File: src/rtl/sf_serializer.sv
// rtl/sf_serializer.sv - MP3 Layer III part-2 scalefactor bit serializer
//
// Purpose: latches one granule/channel's side info and scalefactors on
// start, then emits the scalefactor bits MSB first over a valid/ready
// serial stream. The bit widths come from scalefac_compress (slen1/slen2).
//
// Ports:
//   clk, rst_n              clock, synchronous active-low reset
//   start                   one-cycle request; inputs latched in IDLE
//   gr, scalefac_compress,
//   window_switching_flag,
//   block_type,
//   mixed_block_flag, scfsi side-info fields selecting layout and widths
//   scalefac_l [21][4]      long-block scalefactors, index = sfb
//   scalefac_s [12][3][4]   short-block scalefactors, [sfb][window]
//   axiready                downstream accepts the current bit
//   axiod / axiov           serial data bit / valid
//   busy, done              transfer in progress / end-of-transfer pulse
//   part2_length            number of bits emitted in the last transfer
module sf_serializer (
  input  logic                   clk,
  input  logic                   rst_n,
  input  logic                   start,
  input  logic                   gr,
  input  logic [3:0]             scalefac_compress,
  input  logic                   window_switching_flag,
  input  logic [1:0]             block_type,
  input  logic                   mixed_block_flag,
  input  logic [3:0]             scfsi,
  input  logic [20:0][3:0]       scalefac_l,
  input  logic [11:0][2:0][3:0]  scalefac_s,
  input  logic                   axiready,
  output logic                   axiod,
  output logic                   axiov,
  output logic                   busy,
  output logic                   done,
  output logic [7:0]             part2_length
);

  typedef enum logic [1:0] {S_IDLE, S_SEND, S_DONE} state_t;

  localparam logic [1:0] M_LONG  = 2'd0;
  localparam logic [1:0] M_SHORT = 2'd1;
  localparam logic [1:0] M_MIXED = 2'd2;

  state_t                  state_q, state_d;
  logic                    gr_q, gr_d;
  logic [1:0]              mode_q, mode_d;
  logic [3:0]              scfsi_q, scfsi_d;
  logic [2:0]              slen1_q, slen1_d, slen2_q, slen2_d;
  logic [20:0][3:0]        sl_q, sl_d;
  logic [11:0][2:0][3:0]   ss_q, ss_d;
  logic [5:0]              elem_q, elem_d;
  logic [1:0]              bit_q, bit_d;
  logic [6:0]              cnt_q, cnt_d;
  logic [7:0]              p2_q, p2_d;

  logic [2:0]              tab_slen1, tab_slen2;
  logic [3:0]              cur_val;
  logic [2:0]              cur_slen;
  logic                    cur_skip, cur_last, cur_emit;
  logic [5:0]              q3, r3, kidx;
  logic [1:0]              grp;
  logic [2:0]              sel;
  logic                    adv;

  // slen1/slen2 width tables indexed by scalefac_compress
  always_comb begin
    tab_slen1 = 3'd0;
    tab_slen2 = 3'd0;
    case (scalefac_compress)
      4'd0:  begin tab_slen1 = 3'd0; tab_slen2 = 3'd0; end
      4'd1:  begin tab_slen1 = 3'd0; tab_slen2 = 3'd1; end
      4'd2:  begin tab_slen1 = 3'd0; tab_slen2 = 3'd2; end
      4'd3:  begin tab_slen1 = 3'd0; tab_slen2 = 3'd3; end
      4'd4:  begin tab_slen1 = 3'd3; tab_slen2 = 3'd0; end
      4'd5:  begin tab_slen1 = 3'd1; tab_slen2 = 3'd1; end
      4'd6:  begin tab_slen1 = 3'd1; tab_slen2 = 3'd2; end
      4'd7:  begin tab_slen1 = 3'd1; tab_slen2 = 3'd3; end
      4'd8:  begin tab_slen1 = 3'd2; tab_slen2 = 3'd1; end
      4'd9:  begin tab_slen1 = 3'd2; tab_slen2 = 3'd2; end
      4'd10: begin tab_slen1 = 3'd2; tab_slen2 = 3'd3; end
      4'd11: begin tab_slen1 = 3'd3; tab_slen2 = 3'd1; end
      4'd12: begin tab_slen1 = 3'd3; tab_slen2 = 3'd2; end
      4'd13: begin tab_slen1 = 3'd3; tab_slen2 = 3'd3; end
      4'd14: begin tab_slen1 = 3'd4; tab_slen2 = 3'd2; end
      default: begin tab_slen1 = 3'd4; tab_slen2 = 3'd3; end
    endcase
  end

  // Map the element index onto (value, width, skip) from latched state only,
  // so axiov/axiod never depend on axiready.
  always_comb begin
    cur_val  = 4'd0;
    cur_slen = 3'd0;
    cur_skip = 1'b0;
    cur_last = 1'b0;
    q3       = 6'd0;
    r3       = 6'd0;
    kidx     = 6'd0;
    grp      = 2'd0;
    case (mode_q)
      M_SHORT: begin
        q3       = elem_q / 6'd3;
        r3       = elem_q % 6'd3;
        cur_val  = ss_q[q3[3:0]][r3[1:0]];
        cur_slen = (q3 < 6'd6) ? slen1_q : slen2_q;
        cur_last = (elem_q == 6'd35);
      end
      M_MIXED: begin
        if (elem_q < 6'd8) begin
          cur_val  = sl_q[elem_q[4:0]];
          cur_slen = slen1_q;
        end else begin
          // elements 8.. map to short sfb 3.. : (e-8)+9 = e+1, so sfb=(e+1)/3
          kidx     = elem_q + 6'd1;
          q3       = kidx / 6'd3;
          r3       = kidx % 6'd3;
          cur_val  = ss_q[q3[3:0]][r3[1:0]];
          cur_slen = (q3 < 6'd6) ? slen1_q : slen2_q;
        end
        cur_last = (elem_q == 6'd34);
      end
      default: begin
        if (elem_q < 6'd6)       grp = 2'd0;
        else if (elem_q < 6'd11) grp = 2'd1;
        else if (elem_q < 6'd16) grp = 2'd2;
        else                     grp = 2'd3;
        cur_val  = sl_q[elem_q[4:0]];
        cur_slen = grp[1] ? slen2_q : slen1_q;
        cur_skip = gr_q & scfsi_q[grp];
        cur_last = (elem_q == 6'd20);
      end
    endcase
  end

  assign cur_emit = (cur_slen != 3'd0) && !cur_skip;

  // State register
  always_ff @(posedge clk) begin
    if (!rst_n) begin
      state_q <= S_IDLE;
      gr_q    <= 1'b0;
      mode_q  <= M_LONG;
      scfsi_q <= 4'd0;
      slen1_q <= 3'd0;
      slen2_q <= 3'd0;
      sl_q    <= '0;
      ss_q    <= '0;
      elem_q  <= 6'd0;
      bit_q   <= 2'd0;
      cnt_q   <= 7'd0;
      p2_q    <= 8'd0;
    end else begin
      state_q <= state_d;
      gr_q    <= gr_d;
      mode_q  <= mode_d;
      scfsi_q <= scfsi_d;
      slen1_q <= slen1_d;
      slen2_q <= slen2_d;
      sl_q    <= sl_d;
      ss_q    <= ss_d;
      elem_q  <= elem_d;
      bit_q   <= bit_d;
      cnt_q   <= cnt_d;
      p2_q    <= p2_d;
    end
  end

  // Next-state and datapath
  always_comb begin
    state_d = state_q;
    gr_d    = gr_q;
    mode_d  = mode_q;
    scfsi_d = scfsi_q;
    slen1_d = slen1_q;
    slen2_d = slen2_q;
    sl_d    = sl_q;
    ss_d    = ss_q;
    elem_d  = elem_q;
    bit_d   = bit_q;
    cnt_d   = cnt_q;
    p2_d    = p2_q;
    adv     = 1'b0;
    case (state_q)
      S_IDLE: begin
        if (start) begin
          state_d = S_SEND;
          gr_d    = gr;
          scfsi_d = scfsi;
          slen1_d = tab_slen1;
          slen2_d = tab_slen2;
          sl_d    = scalefac_l;
          ss_d    = scalefac_s;
          if (window_switching_flag && block_type == 2'd2)
            mode_d = mixed_block_flag ? M_MIXED : M_SHORT;
          else
            mode_d = M_LONG;
          elem_d  = 6'd0;
          bit_d   = 2'd0;
          cnt_d   = 7'd0;
        end
      end
      S_SEND: begin
        if (!cur_emit) begin
          adv = 1'b1;
        end else if (axiready) begin
          cnt_d = cnt_q + 7'd1;
          if ({1'b0, bit_q} == cur_slen - 3'd1) begin
            bit_d = 2'd0;
            adv   = 1'b1;
          end else begin
            bit_d = bit_q + 2'd1;
          end
        end
        if (adv) begin
          if (cur_last) begin
            state_d = S_DONE;
            p2_d    = {1'b0, cnt_d};
          end else begin
            elem_d = elem_q + 6'd1;
          end
        end
      end
      S_DONE:  state_d = S_IDLE;
      default: state_d = S_IDLE;
    endcase
  end

  // Outputs
  always_comb begin
    sel          = cur_slen - 3'd1 - {1'b0, bit_q};
    axiov        = (state_q == S_SEND) && cur_emit;
    axiod        = axiov & cur_val[sel[1:0]];
    busy         = (state_q != S_IDLE);
    done         = (state_q == S_DONE);
    part2_length = p2_q;
  end

endmodule

File: config.mk
export PLATFORM = sky130hd
export DESIGN_NAME = sf_serializer
export DESIGN_NICKNAME = d
export VERILOG_FILES = /design/src/rtl/sf_serializer.sv
export SDC_FILE = /design/constraint.sdc
export NUM_CORES = 1
export LEC_CHECK = 0
export CORE_UTILIZATION = 49
export CTS_CLUSTER_DIAMETER = 150
export CTS_CLUSTER_SIZE = 20
export DETAILED_ROUTE_END_ITERATION = 8
export PLACE_DENSITY = 0.78
export SYNTH_ARGS = -nofsm -noshare
export SYNTH_HDL_FRONTEND = slang
export SYNTH_SLANG_ARGS = --single-unit
File: constraint.sdc
create_clock -name clk -period 7.1 [get_ports clk]
set_input_delay 1.42 -clock clk [delete_from_list [all_inputs] [get_ports clk]]
set_output_delay 1.42 -clock clk [all_outputs]
set_load 0.1 [all_outputs]
Word-level counts from Yosys, hierarchy flattened --
Memory sizes are Yosys's and may differ from the RTL's. A register that Yosys moved wholly into a read port is not among the register bits. Index checks and enable logic that the tools add are counted.
Word-level totals: memories 1, output and inout port bits 12, word-level logic and storage cells 172, bits in read-only memories 80, register bits 262, input bits 245
Cells by class: equal/unequal tests 15, reductions and logical operators 16, bitwise gates (word level) 2, div/mod/pow operators 4, $lt $le $gt $ge 13, multiplexer cells 50, $add $sub $neg 5
Memory list:
- (name not given) | words 16, width 5, rd ports 1, clocked after Yosys merged registers in 1, write ports 0, RTL line 71 | case (scalefac_compress)
Operators with widths (number):
- $bmux W12 S4 | 2
- $mux W12 | 2
- $mux W2 | 12
- $mux W7 | 3
- $bmux W4 S5 | 1
- $lt A6 B3 Y1 const B | 3
- $mux W6 | 3
- $bmux W4 S2 | 2
- $mux W4 | 4
- $pmux W7 S2 | 1
- $div A6 B2 Y6 const B | 2
- $eq A6 B6 Y1 const B | 2
- $lt A2 B3 Y1 const B | 4
- $lt A6 B4 Y1 const B | 2
- $mod A6 B2 Y6 const B | 2
- $mux W3 | 4
- $ne A2 B2 Y1 const B | 6
- $pmux W6 S2 | 1
- $lt A4 B5 Y1 const B | 2
- $mux W1 | 8
- $pmux W2 S2 | 2
- $pmux W4 S2 | 1
- $reduce_and A4 Y1 | 2
- $add A7 B1 Y7 const B | 1
- other kinds (22) | 33

Depth between registers and ports, before layout --
Gate-level depths: netlist of the first run.
word-level depth 15, depth in mapped cells 36

Worst setup path after synthesis of the first run --
Ideal clock, no wire load.
path kind register to output, from reg elem_q[0], to out axiod, stages on the path, launching flop included 33, buffers on the path 4, slack -2.295 ns, data arrival time 7.975 ns, cells stage by stage dfxtp_1 ha_1 buf_6 and3_4 buf_6 a32oi_1 nand2_1 ha_1 clkbuf_1 nand3_1 o221ai_1 a221o_1 mux2i_4 inv_2 ha_1 inv_1 o211a_1 a32o_1 nand2_1 a21oi_1 clkbuf_1 o21ai_0 o21ai_0 a22oi_1 o21ai_0 a22o_1 inv_1 ha_1 ha_1 a41o_1 nor2_1 o31ai_1 nor3_2
On the way: cells in the longest elaborated chain, start to end 13, elaborated cells on any way between the ends 45, those cells by class add/sub: 3; div: 4; order compare: 6; mux: 26; bitwise: 2; reduce/logical: 4
RTL lines:
- start, declared | RTL line 53 | logic [5:0] elem_q, elem_d;
- start signal, assigned | RTL line 163 | elem_q <= elem_d;
- parallel branches: the longest is 10 deep, another holds $add A6 B1 Y6
- $logic_and A1 B1 Y1 (*) | RTL line 137 | assign cur_emit = (cur_slen != 3'd0) && !cur_skip;
- $logic_and A1 B1 Y1 (*) | RTL line 233 | axiov = (state_q == S_SEND) && cur_emit;
- named net axiov | RTL line 34 | output logic axiov,
- $and A1 B1 Y1 (*) | RTL line 234 | axiod = axiov & cur_val[sel[1:0]];
- end, declared | RTL line 33 | output logic axiod,
Mark *: on every way through the listed nets, which the timed path passes. The select of a mux whose other input is x is not followed.

Final worst setup path of the first run --
from reg elem_q[3], to out axiod
On the way: cells in the longest elaborated chain, start to end 13, elaborated cells on any way between the ends 45, those cells by class add/sub: 3; div: 4; order compare: 6; mux: 26; bitwise: 2; reduce/logical: 4
RTL lines (RTL line):
- parallel branches: the longest is 12 deep, another holds $add A6 B1 Y6
- $and A1 B1 Y1 (*) | 234
Every way passes the cells marked *. The select of a mux whose other input is x is not followed.

==> impl_metrics.env, run 1 <==
export IMPL_min_period_ns=7.79
export IMPL_instances_no_fill=2526
export IMPL_start_util_pct=50.4
export IMPL_yosys_area_top_type_share_pct=36.2
export IMPL_slew_violations=0
export IMPL_cts_htree_levels=1
export IMPL_setup_violations_final=1
export IMPL_crit_type="flop to output port"
export IMPL_critical_path_endpoint_type="output port"
export IMPL_root_buffer="clkbuf_16"
export IMPL_synthCells=1911
export IMPL_dp_cells=2492
export IMPL_syn_nets=2175
export IMPL_cts_made_buffers=17
export IMPL_syn_area_per_cell_um2=7.65
export IMPL_clk_path_buf_depth=3
export IMPL_clk_pin_slew_ns=0.09
export IMPL_cpPeakStageDelay_ns=0.47
export IMPL_grt_setup_unrepaired="true"
export IMPL_initialDrtViolationCount=1397
export IMPL_drcViolationCount=0
export IMPL_finalCritPeriodShare_pct=110
export IMPL_synth_area_um2=14600
export IMPL_hold_worst_slack_ns=0.453
export IMPL_multi_input_area_um2=8840
export IMPL_max_freq_ghz=0.128
export IMPL_die_h_um=175
export IMPL_required_ns=5.68
export IMPL_antenna_found_initial=1
export IMPL_yosysUniqueCellTypes=91
export IMPL_rows=62
export IMPL_dp_slack_ns=-0.263
export IMPL_finClkSkew_ns=0.0277
export IMPL_maxCapViolCount=0
export IMPL_numClockSinks=264
export IMPL_final_util_pct=64.3
export IMPL_postRouteWirelength_mm=52.0
export IMPL_grt_max_degree=180
export IMPL_dp_hpwl_mm=38.0
export IMPL_dieArea_um2=30500
export IMPL_grt_overflow_total=0
export IMPL_nFillCells=2587
export IMPL_clk_latency_ns=0.52
export IMPL_drive_above_1_share_pct=11.1
export IMPL_setup_tns_ns=-0.689
export IMPL_status="finished, violations left"
export IMPL_grt_pass1_vias=14300
export IMPL_p_leak_uw=0.00709
export IMPL_min_from="sl_q[56]"
export IMPL_yosysSeqAreaShare_pct=36.2
export IMPL_drtPass1Iterations=5
export IMPL_path_delay_family="compound AO/OA/AOI/OAI gates"
export IMPL_die_x_um=175
export IMPL_port_buffers=255
export IMPL_critPathMaxFanout=10
export IMPL_synth_edf_count=0
export IMPL_viasPerCell=5.93
export IMPL_ant_nets=0
export IMPL_yosysWarnings=0
export IMPL_ys_ff_latch=264
export IMPL_cts_tree="yes"
export IMPL_violations="setup timing"
export IMPL_post_synth_top_count_cell="nand2_1"
export IMPL_min_delay_path_class="flop to flop"
export IMPL_powerDensity_nw_per_um2=170
export IMPL_seq_area_um2=5290
export IMPL_ys_top_cells_by_count="547 x nand2_1, 296 x a21oi_1, 264 x dfxtp_1"
export IMPL_avgRoutedWirePerCell_um=20.6
export IMPL_setup_ws_ns=-0.689
export IMPL_worstMarginPinSlew_ns=1.02
export IMPL_cp_slowest_cell="dfxtp_1"
export IMPL_hold_violations=0
export IMPL_yosysTopAreaCell="dfxtp_1"
export IMPL_core_area_um2=29000
export IMPL_crit_buf_inv=7
export IMPL_grt_pass1_wl_mm=80.2
export IMPL_startpoint="elem_q[3]"
export IMPL_synth_ff_type="dfxtp_1"
export IMPL_area_delta_synth_final_pct=27.6
export IMPL_fin_nets=2405
export IMPL_synthTopCellsByArea="dfxtp_1 36%, nand2_1 14%, a21oi_1 10%, mux4_2 5.2%, mux2i_1 4.8%"
export IMPL_max_slew_margin_rel_pct=31.7
export IMPL_worstPathArrival_ns=6.37
export IMPL_async_reset_ff_share_pct=0
export IMPL_crit_top_cell="buf_4"
export IMPL_vias=15000
export IMPL_io_pins=257
export IMPL_rr_startpoint="elem_q[3]"
export IMPL_track_usage_pct=33.4
export IMPL_start_kind="flop"
export IMPL_vdd_drop_max_mv=0.142
export IMPL_place_gp_congestion=1.02
## worst min-delay path, cell delays in order (launching register included)
cell,delay [ns]
dfxtp_1,0.31
nand2_1,0.05
a21oi_1,0.05
## registers in the layout (all words and copies together), names as in the netlist
name and flops:
ss_q 144, sl_q 84, cnt_q 7, part2_length 7, elem_q 6, scfsi_q 4, slen1_q 3, bit_q 2
mode_q 2, slen2_q 2, state_q 2, gr_q 1
## metal layers
metal,track usage (%),wire length [µm],up-vias
met5,0.641,0,-
met4,8.08,1180,0
met3,6.42,4440,78
met2,50.9,22700,619
met1,48.2,23700,7159
li1,-,-,7131
## path summary, 6_finish.rpt
check	endpoint	slack [ns]	cells past startpoint
worst max-delay path	axiod	-0.69	34
worst min-delay path	sl_q[56]	0.45	2
worst max register to register	elem_q[5]	1.13	31
worst min register to register	sl_q[56]	0.45	2
## cell usage in the layout, fill, tap and decap left out, types with 7 or more instances in the layout
cell	count
a211oi_1	19
nand2_1	544
and2_1	7
nor2_1	87
o22ai_1	9
inv_1	24
clkbuf_16	17
mux4_2	34
dfxtp_1	262
xnor2_1	12
nand2b_1	16
buf_12	9
a221oi_1	12
o221ai_1	9
buf_4	101
o211ai_1	7
a21oi_1	294
a31oi_1	20
mux2_2	18
a22oi_1	16
nor2b_1	11
nand4_1	8
nand3_1	41
nor3_1	20
clkdlybuf4s50_1	253
o21ai_0	47
mux2i_1	70
ha_1	13
## report_power, final
part | leakage [µW] | switching [µW] | total [µW] | internal [µW]
Sequential | 0.00216 | 67.3 | 1620 | 1560
Clock | 0.000221 | 520 | 957 | 437
Combinational | 0.00470 | 304 | 596 | 292
## layout make-up
class	instances	share of cell area [%]
inverter	29	0.631
sequential	264	28.3
clock buffer	17	2.28
multi-input combinational	1466	47.4
timing repair buffer	363	18.6
antenna	1	0.0134
tap	384	2.58
clock inverter	2	0.134
## what timing repair did
item,in CTS,in global routing
setup buffers,14,0
hold buffers,0,0
gates resized for setup,9,13
endpoints found under the setup margin,1,2
pin swaps,10,9
endpoints found under the hold margin,0,0
## metrics by stage
step | instance area (µm²) | power [µW]
finish | 18700 | 3180
CTS | 18600 | 3170
global route | 18700 | 3300
global placement | 18000 | 2220
floorplan | 14800 | 1960
detailed placement | 18000 | 2240
## logic make-up after synthesis
logic type	count (synthesis)	synth area share, %
buffers and inverters	181	5.17
DFF	264	36.2
adders and majority gates	20	1.70
AOI/OAI and AO/OA	518	21.3
muxes	127	12.0
xor gates and xnor gates	18	1.08
and+or+nand+nor	782	22.6
other	1	0.0257
(Power assumes the default switching activity.)
==> run 2: changes to the inputs <==
CORE_UTILIZATION = 50   (was 49)
PLACE_DENSITY = 0.76   (was 0.78)
TNS_END_PERCENT = 1   (was default)
clock period = 7.85 ns   (was 7.1 ns; I/O delays follow)
==> run 2 against run 1 <==
The flow still finishes with violations (setup timing); register-to-register slack improved by 0.70 ns; utilization is 0.45 points lower; largest cell class unchanged; first-iteration DRC count is 15% higher; power down 10%; critical path depth did not move; via count shrank 0.85%; sequential share of layout area up 0.54 points; setup slack better by 0.61 ns; highest routed layer unchanged; clock skew is 0.0082 ns lower; sequential power down 9%; non-clock buffer count down 39.
==> impl_metrics.env, run 2 (synthesized netlist as in run 1, its figures left out) <==
export IMPL_status="finished, violations left"
export IMPL_violations="setup timing"
export IMPL_final_common_cell="nand2_1"
export IMPL_vias=14900
export IMPL_layout_common_cells="544 x nand2_1, 293 x a21oi_1, 261 x dfxtp_1"
export IMPL_regMostFlops="ss_q"
export IMPL_min_period_ns=7.93
export IMPL_viasPerCell=5.98
export IMPL_max_freq_ghz=0.126
export IMPL_rows=62
export IMPL_final_area_um2=18300
export IMPL_maxCapViolCount=0
export IMPL_finalPower_uw=2860
export IMPL_area_delta_synth_final_pct=25.4
export IMPL_min_delay_path_class="flop to flop"
export IMPL_finalCritPeriodShare_pct=101
export IMPL_grt_overflow_total=0
export IMPL_antenna_found_initial=0
export IMPL_startpoint="elem_q[1]"
export IMPL_drive_above_1_share_pct=9.56
export IMPL_cts_htree_levels=1
export IMPL_reg2regPathDepth=30
export IMPL_clk_path_buf_depth=3
export IMPL_ant_nets=0
export IMPL_root_buffer="clkbuf_16"
export IMPL_required_ns=6.28
export IMPL_critical_path_endpoint_type="output port"
export IMPL_start_util_pct=50.9
export IMPL_setup_violations_final=1
export IMPL_dieArea_um2=29900
export IMPL_track_usage_pct=33.1
export IMPL_min_from="scfsi_q[3]"
export IMPL_dp_hpwl_mm=36.9
export IMPL_place_gp_congestion=1.05
export IMPL_port_buffers=255
export IMPL_avgRoutedWirePerCell_um=20.4
export IMPL_largestRegisters="ss_q x144, sl_q x84"
export IMPL_grt_pass1_vias=14100
export IMPL_critPathMaxFanout=6
export IMPL_clk_latency_ns=0.52
export IMPL_cp_slowest_cell="a221o_1"
export IMPL_grt_setup_unrepaired="true"
export IMPL_drcViolationCount=0
export IMPL_setup_ws_ns=-0.0763
export IMPL_cts_tree="yes"
export IMPL_initialDrtViolationCount=1602
export IMPL_cts_made_buffers=17
export IMPL_p_leak_uw=0.00686
export IMPL_drtPass1Iterations=5
export IMPL_max_slew_margin_rel_pct=19.2
export IMPL_rr_endpoint="part2_length[1]"
export IMPL_start_kind="flop"
export IMPL_min_to="scfsi_q[3]"
export IMPL_hold_violations=0
export IMPL_postRouteWirelength_mm=50.7
export IMPL_io_pins=257
export IMPL_rr_startpoint="elem_q[1]"
export IMPL_numClockSinks=264
export IMPL_finClkSkew_ns=0.0194
export IMPL_slew_violations=0
export IMPL_powerDensity_nw_per_um2=156
export IMPL_crit_top_cell="ha_4"
export IMPL_grt_max_degree=152
export IMPL_worstPathArrival_ns=6.36
export IMPL_die_h_um=173
export IMPL_dp_slack_ns=0.0205
export IMPL_cpPeakStageDelay_ns=0.39
export IMPL_core_area_um2=28700
export IMPL_clk_pin_slew_ns=0.09
export IMPL_die_x_um=173
export IMPL_cts_hold_buf=0
export IMPL_crit_type="flop to output port"
export IMPL_grt_pass1_wl_mm=78.8
export IMPL_diodes=0
export IMPL_vdd_drop_max_mv=0.122
export IMPL_hold_depth=2
export IMPL_worst_r2r_setup_slack_ns=1.83
export IMPL_fin_nets=2366
export IMPL_worstMarginPinSlew_ns=1.20
export IMPL_largest_register_ffs=144
export IMPL_placed_area_um2=17600
[run 2: worst max-delay path by stage]
| stage | end | slack (ns) | cells after the start |
|---|---|---|---|
| final | axiod | -0.08 | 34 |
| after global routing | axiod | -0.30 | 34 |
| after CTS | axiod | -0.004 | 34 |
| after detailed placement | axiod | 0.02 | 34 |
| after global placement | axiod | 0.17 | 34 |
| after floorplan | axiod | 0.002 | 32 |
[run 2: worst max-delay path: cells and delay by family, from the launching register on]
| kind | cells | cell delay, ns |
|---|---|---|
| AND/OR/NAND/NOR | 9 | 1.31 |
| adder cells (fa/ha/maj) | 4 | 0.73 |
| flip-flops | 1 | 0.37 |
| multiplexers | 1 | 0.17 |
| AO/OA/AOI/OAI | 14 | 2.52 |
| buffers and inverters | 4 | 0.36 |
| XOR/XNOR | 2 | 0.37 |
[run 2: power breakdown]
group | internal (µW) | total [µW] | leakage (µW) | switching [µW]
combinational | 257 | 532 | 0.00448 | 275
clock | 395 | 857 | 0.000221 | 461
sequential | 1410 | 1470 | 0.00217 | 60.4
total | 2060 | 2860 | 0.00686 | 797
[run 2: metrics by stage]
stage	util, %	setup TNS, ns	hold slack (ns)	std cells
finish	63.8	-0.0763	0.453	2486
global route	63.8	-0.303	0.470	2486
CTS	63.6	-0.00377	0.454	2485
detailed placement	61.3	0	0.442	2453
global placement	61.3	0	0.440	2453
floorplan	-	0	0.429	1911
[run 2: layout make-up]
cell class | instances | area (µm²)
clock buffer | 17 | 425
clock inverter | 2 | 25.0
fill | 2564 | 10400
inverter | 29 | 115
multi-input combinational | 1466 | 8850
sequential | 264 | 5290
tap | 384 | 480
timing repair buffer | 324 | 3130
[run 2: metal layers]
layer	part of all wire, %	global-route usage [%]	up-vias
met2	44	51.2	669
met5	0	0	-
li1	-	-	7066
met4	1.8	7.89	0
met3	8.9	6.42	71
met1	46	47.5	7054
[run 2: timing repair]
item,in CTS,in global routing
gates resized for setup,21,15
buffers inserted,13,1
endpoints found under the setup margin,1,1
pin swaps,15,5
==> run 3: changes to the inputs <==
CAP_MARGIN = 40   (was default)
CTS_CLUSTER_DIAMETER = 30   (was 150)
==> run 3 against run 2 <==
The run still ends with setup timing left; register-to-register slack about the same; final cell count increased by 3.9%; count of clock-buffer cells in the layout increased by 48; highest routed layer is now met5; non-clock buffer count increased by 23; sequential power about the same; first-iteration DRC count about the same.
==> impl_metrics.env, run 3 (synthesized netlist as in run 1, its figures left out) <==
export IMPL_finalCritPeriodShare_pct=103
export IMPL_hold_depth=2
export IMPL_grt_setup_unrepaired="true"
export IMPL_largestRegisters="ss_q x144, sl_q x84"
export IMPL_powerDensity_nw_per_um2=215
export IMPL_clk_pin_slew_ns=0.05
export IMPL_dieArea_um2=29900
export IMPL_avgRoutedWirePerCell_um=20.7
export IMPL_min_to="sl_q[80]"
export IMPL_vdd_drop_max_mv=0.165
export IMPL_hold_worst_slack_ns=0.448
export IMPL_io_pins=257
export IMPL_viasPerCell=6.00
export IMPL_clk_path_buf_depth=3
export IMPL_drive_above_1_share_pct=13.4
export IMPL_crit_type="flop to output port"
export IMPL_regMostFlops="ss_q"
export IMPL_root_buffer="clkbuf_16"
export IMPL_clk_latency_ns=0.58
export IMPL_crit_buf_inv=4
export IMPL_violations="setup timing"
export IMPL_antenna_found_initial=1
export IMPL_setup_ws_ns=-0.259
export IMPL_drcViolationCount=0
export IMPL_finClkSkew_ns=0.0308
export IMPL_final_common_cell="nand2_1"
export IMPL_min_from="sl_q[80]"
export IMPL_max_freq_ghz=0.123
export IMPL_reg2regPathDepth=32
export IMPL_p_leak_uw=0.00774
export IMPL_drtPass1Iterations=5
export IMPL_die_h_um=173
export IMPL_cpPeakStageDelay_ns=0.40
export IMPL_initialDrtViolationCount=1601
export IMPL_cts_htree_levels=2
export IMPL_slew_violations=0
export IMPL_start_util_pct=50.9
export IMPL_grt_max_degree=152
export IMPL_postRouteWirelength_mm=53.6
export IMPL_vias=15500
export IMPL_cp_slowest_cell="a221o_1"
export IMPL_port_buffers=255
export IMPL_grt_overflow_total=0
export IMPL_min_delay_path_class="flop to flop"
export IMPL_grt_pass1_vias=15200
export IMPL_rr_startpoint="elem_q[1]"
export IMPL_layout_common_cells="544 x nand2_1, 292 x a21oi_1, 261 x dfxtp_1"
export IMPL_cts_made_buffers=51
export IMPL_required_ns=6.28
export IMPL_diodes=0
export IMPL_min_period_ns=8.11
export IMPL_rows=62
export IMPL_status="finished, violations left"
export IMPL_die_x_um=173
export IMPL_dp_hpwl_mm=37.3
export IMPL_place_gp_congestion=1.05
export IMPL_worstPathArrival_ns=6.54
export IMPL_critical_path_endpoint_type="output port"
export IMPL_rr_endpoint="elem_q[4]"
export IMPL_core_area_um2=28700
export IMPL_maxCapViolCount=0
export IMPL_crit_top_cell="ha_4"
export IMPL_instances_no_fill=2584
export IMPL_ant_nets=0
export IMPL_path_delay_family="compound AO/OA/AOI/OAI gates"
export IMPL_cts_tree="yes"
export IMPL_worstMarginPinSlew_ns=0.912
export IMPL_track_usage_pct=35.2
export IMPL_hold_violations=0
export IMPL_max_slew_margin_rel_pct=39.2
export IMPL_start_kind="flop"
export IMPL_critPathMaxFanout=5
export IMPL_fin_nets=2423
export IMPL_setup_violations_final=1
export IMPL_grt_pass1_wl_mm=83.6
export IMPL_area_delta_synth_final_pct=37.8
export IMPL_numClockSinks=264
export IMPL_worst_r2r_setup_slack_ns=1.84
export IMPL_largest_register_ffs=144
export IMPL_dp_cells=2466
## run 3: cell types whose count changed in the layout (fill, tap and decap cells not counted), sizes merged
| cell | change |
|---|---|
| clkinv | +14 |
| bufinv | +8 |
| buf | +22 |
| clkbuf | +48 |
| bufbuf | +1 |
| clkinvlp | +5 |
## run 3: through the flow
| step | TNS, ns | total power [µW] | utilization [%] | setup WS [ns] | area [µm²] |
|---|---|---|---|---|---|
| 6_report | -0.259 | 4320 | 70.2 | -0.259 | 20100 |
| 3_5_place_dp | 0 | 2010 | 62.3 | 0.0348 | 17900 |
| 4_1_cts | -0.0429 | 4320 | 69.7 | -0.0429 | 20000 |
| 5_1_grt | -0.397 | 4460 | 70.2 | -0.397 | 20100 |
| 3_3_place_gp | 0 | 2000 | 61.3 | 0.169 | 17600 |
| 2_1_floorplan | 0 | 1770 | - | 0.00241 | 14700 |
## run 3: what timing repair did
| item | 4_1_cts | 5_1_grt |
|---|---|---|
| hold buffers | 0 | 0 |
| setup endpoints to repair | 1 | 1 |
| gates resized for setup | 23 | 17 |
| pin swaps | 18 | 16 |
| hold endpoints to repair | 0 | 0 |
| cloned | 1 | 0 |
| buffers inserted | 18 | 4 |
## run 3: where the power goes
part / switching [µW] / internal [µW]
clock: 751 / 1550
sequential: 62.0 / 1410
combinational: 284 / 266
## run 3: worst max-delay path by stage
stage               from    end  slack (ns)  depth (start not counted)
6_report       elem_q[1]  axiod       -0.26                         34
5_1_grt        elem_q[1]  axiod       -0.40                         34
4_1_cts        elem_q[1]  axiod       -0.04                         34
3_5_place_dp   elem_q[1]  axiod        0.03                         34
3_3_place_gp   elem_q[1]  axiod        0.17                         34
2_1_floorplan  elem_q[0]  axiod       0.002                         32
## run 3: final cells by class
cell class	instances	area [µm²]
multi-input cells	1466	8890
clock inverters	29	438
repair buffers	347	3510
inverters	29	115
fillers	2273	8560
well taps	384	480
clock buffers	65	1420
flip-flops and latches	264	5290
## run 3: routing by layer
layer | wire length [µm] | up-vias | track usage, % | share of wire [%]
met5 | 8 | - | 0 | 0.015
met4 | 1720 | 2 | 12.8 | 3.2
met3 | 4980 | 140 | 7.96 | 9.3
met2 | 23800 | 781 | 54.0 | 44
met1 | 23100 | 7357 | 48.4 | 43
li1 | - | 7223 | - | -
## run 3: worst min-delay path, cell delays in order (launching register included)
cell	delay [ns]
dfxtp_1	0.30
nand2_1	0.05
a21oi_1	0.05
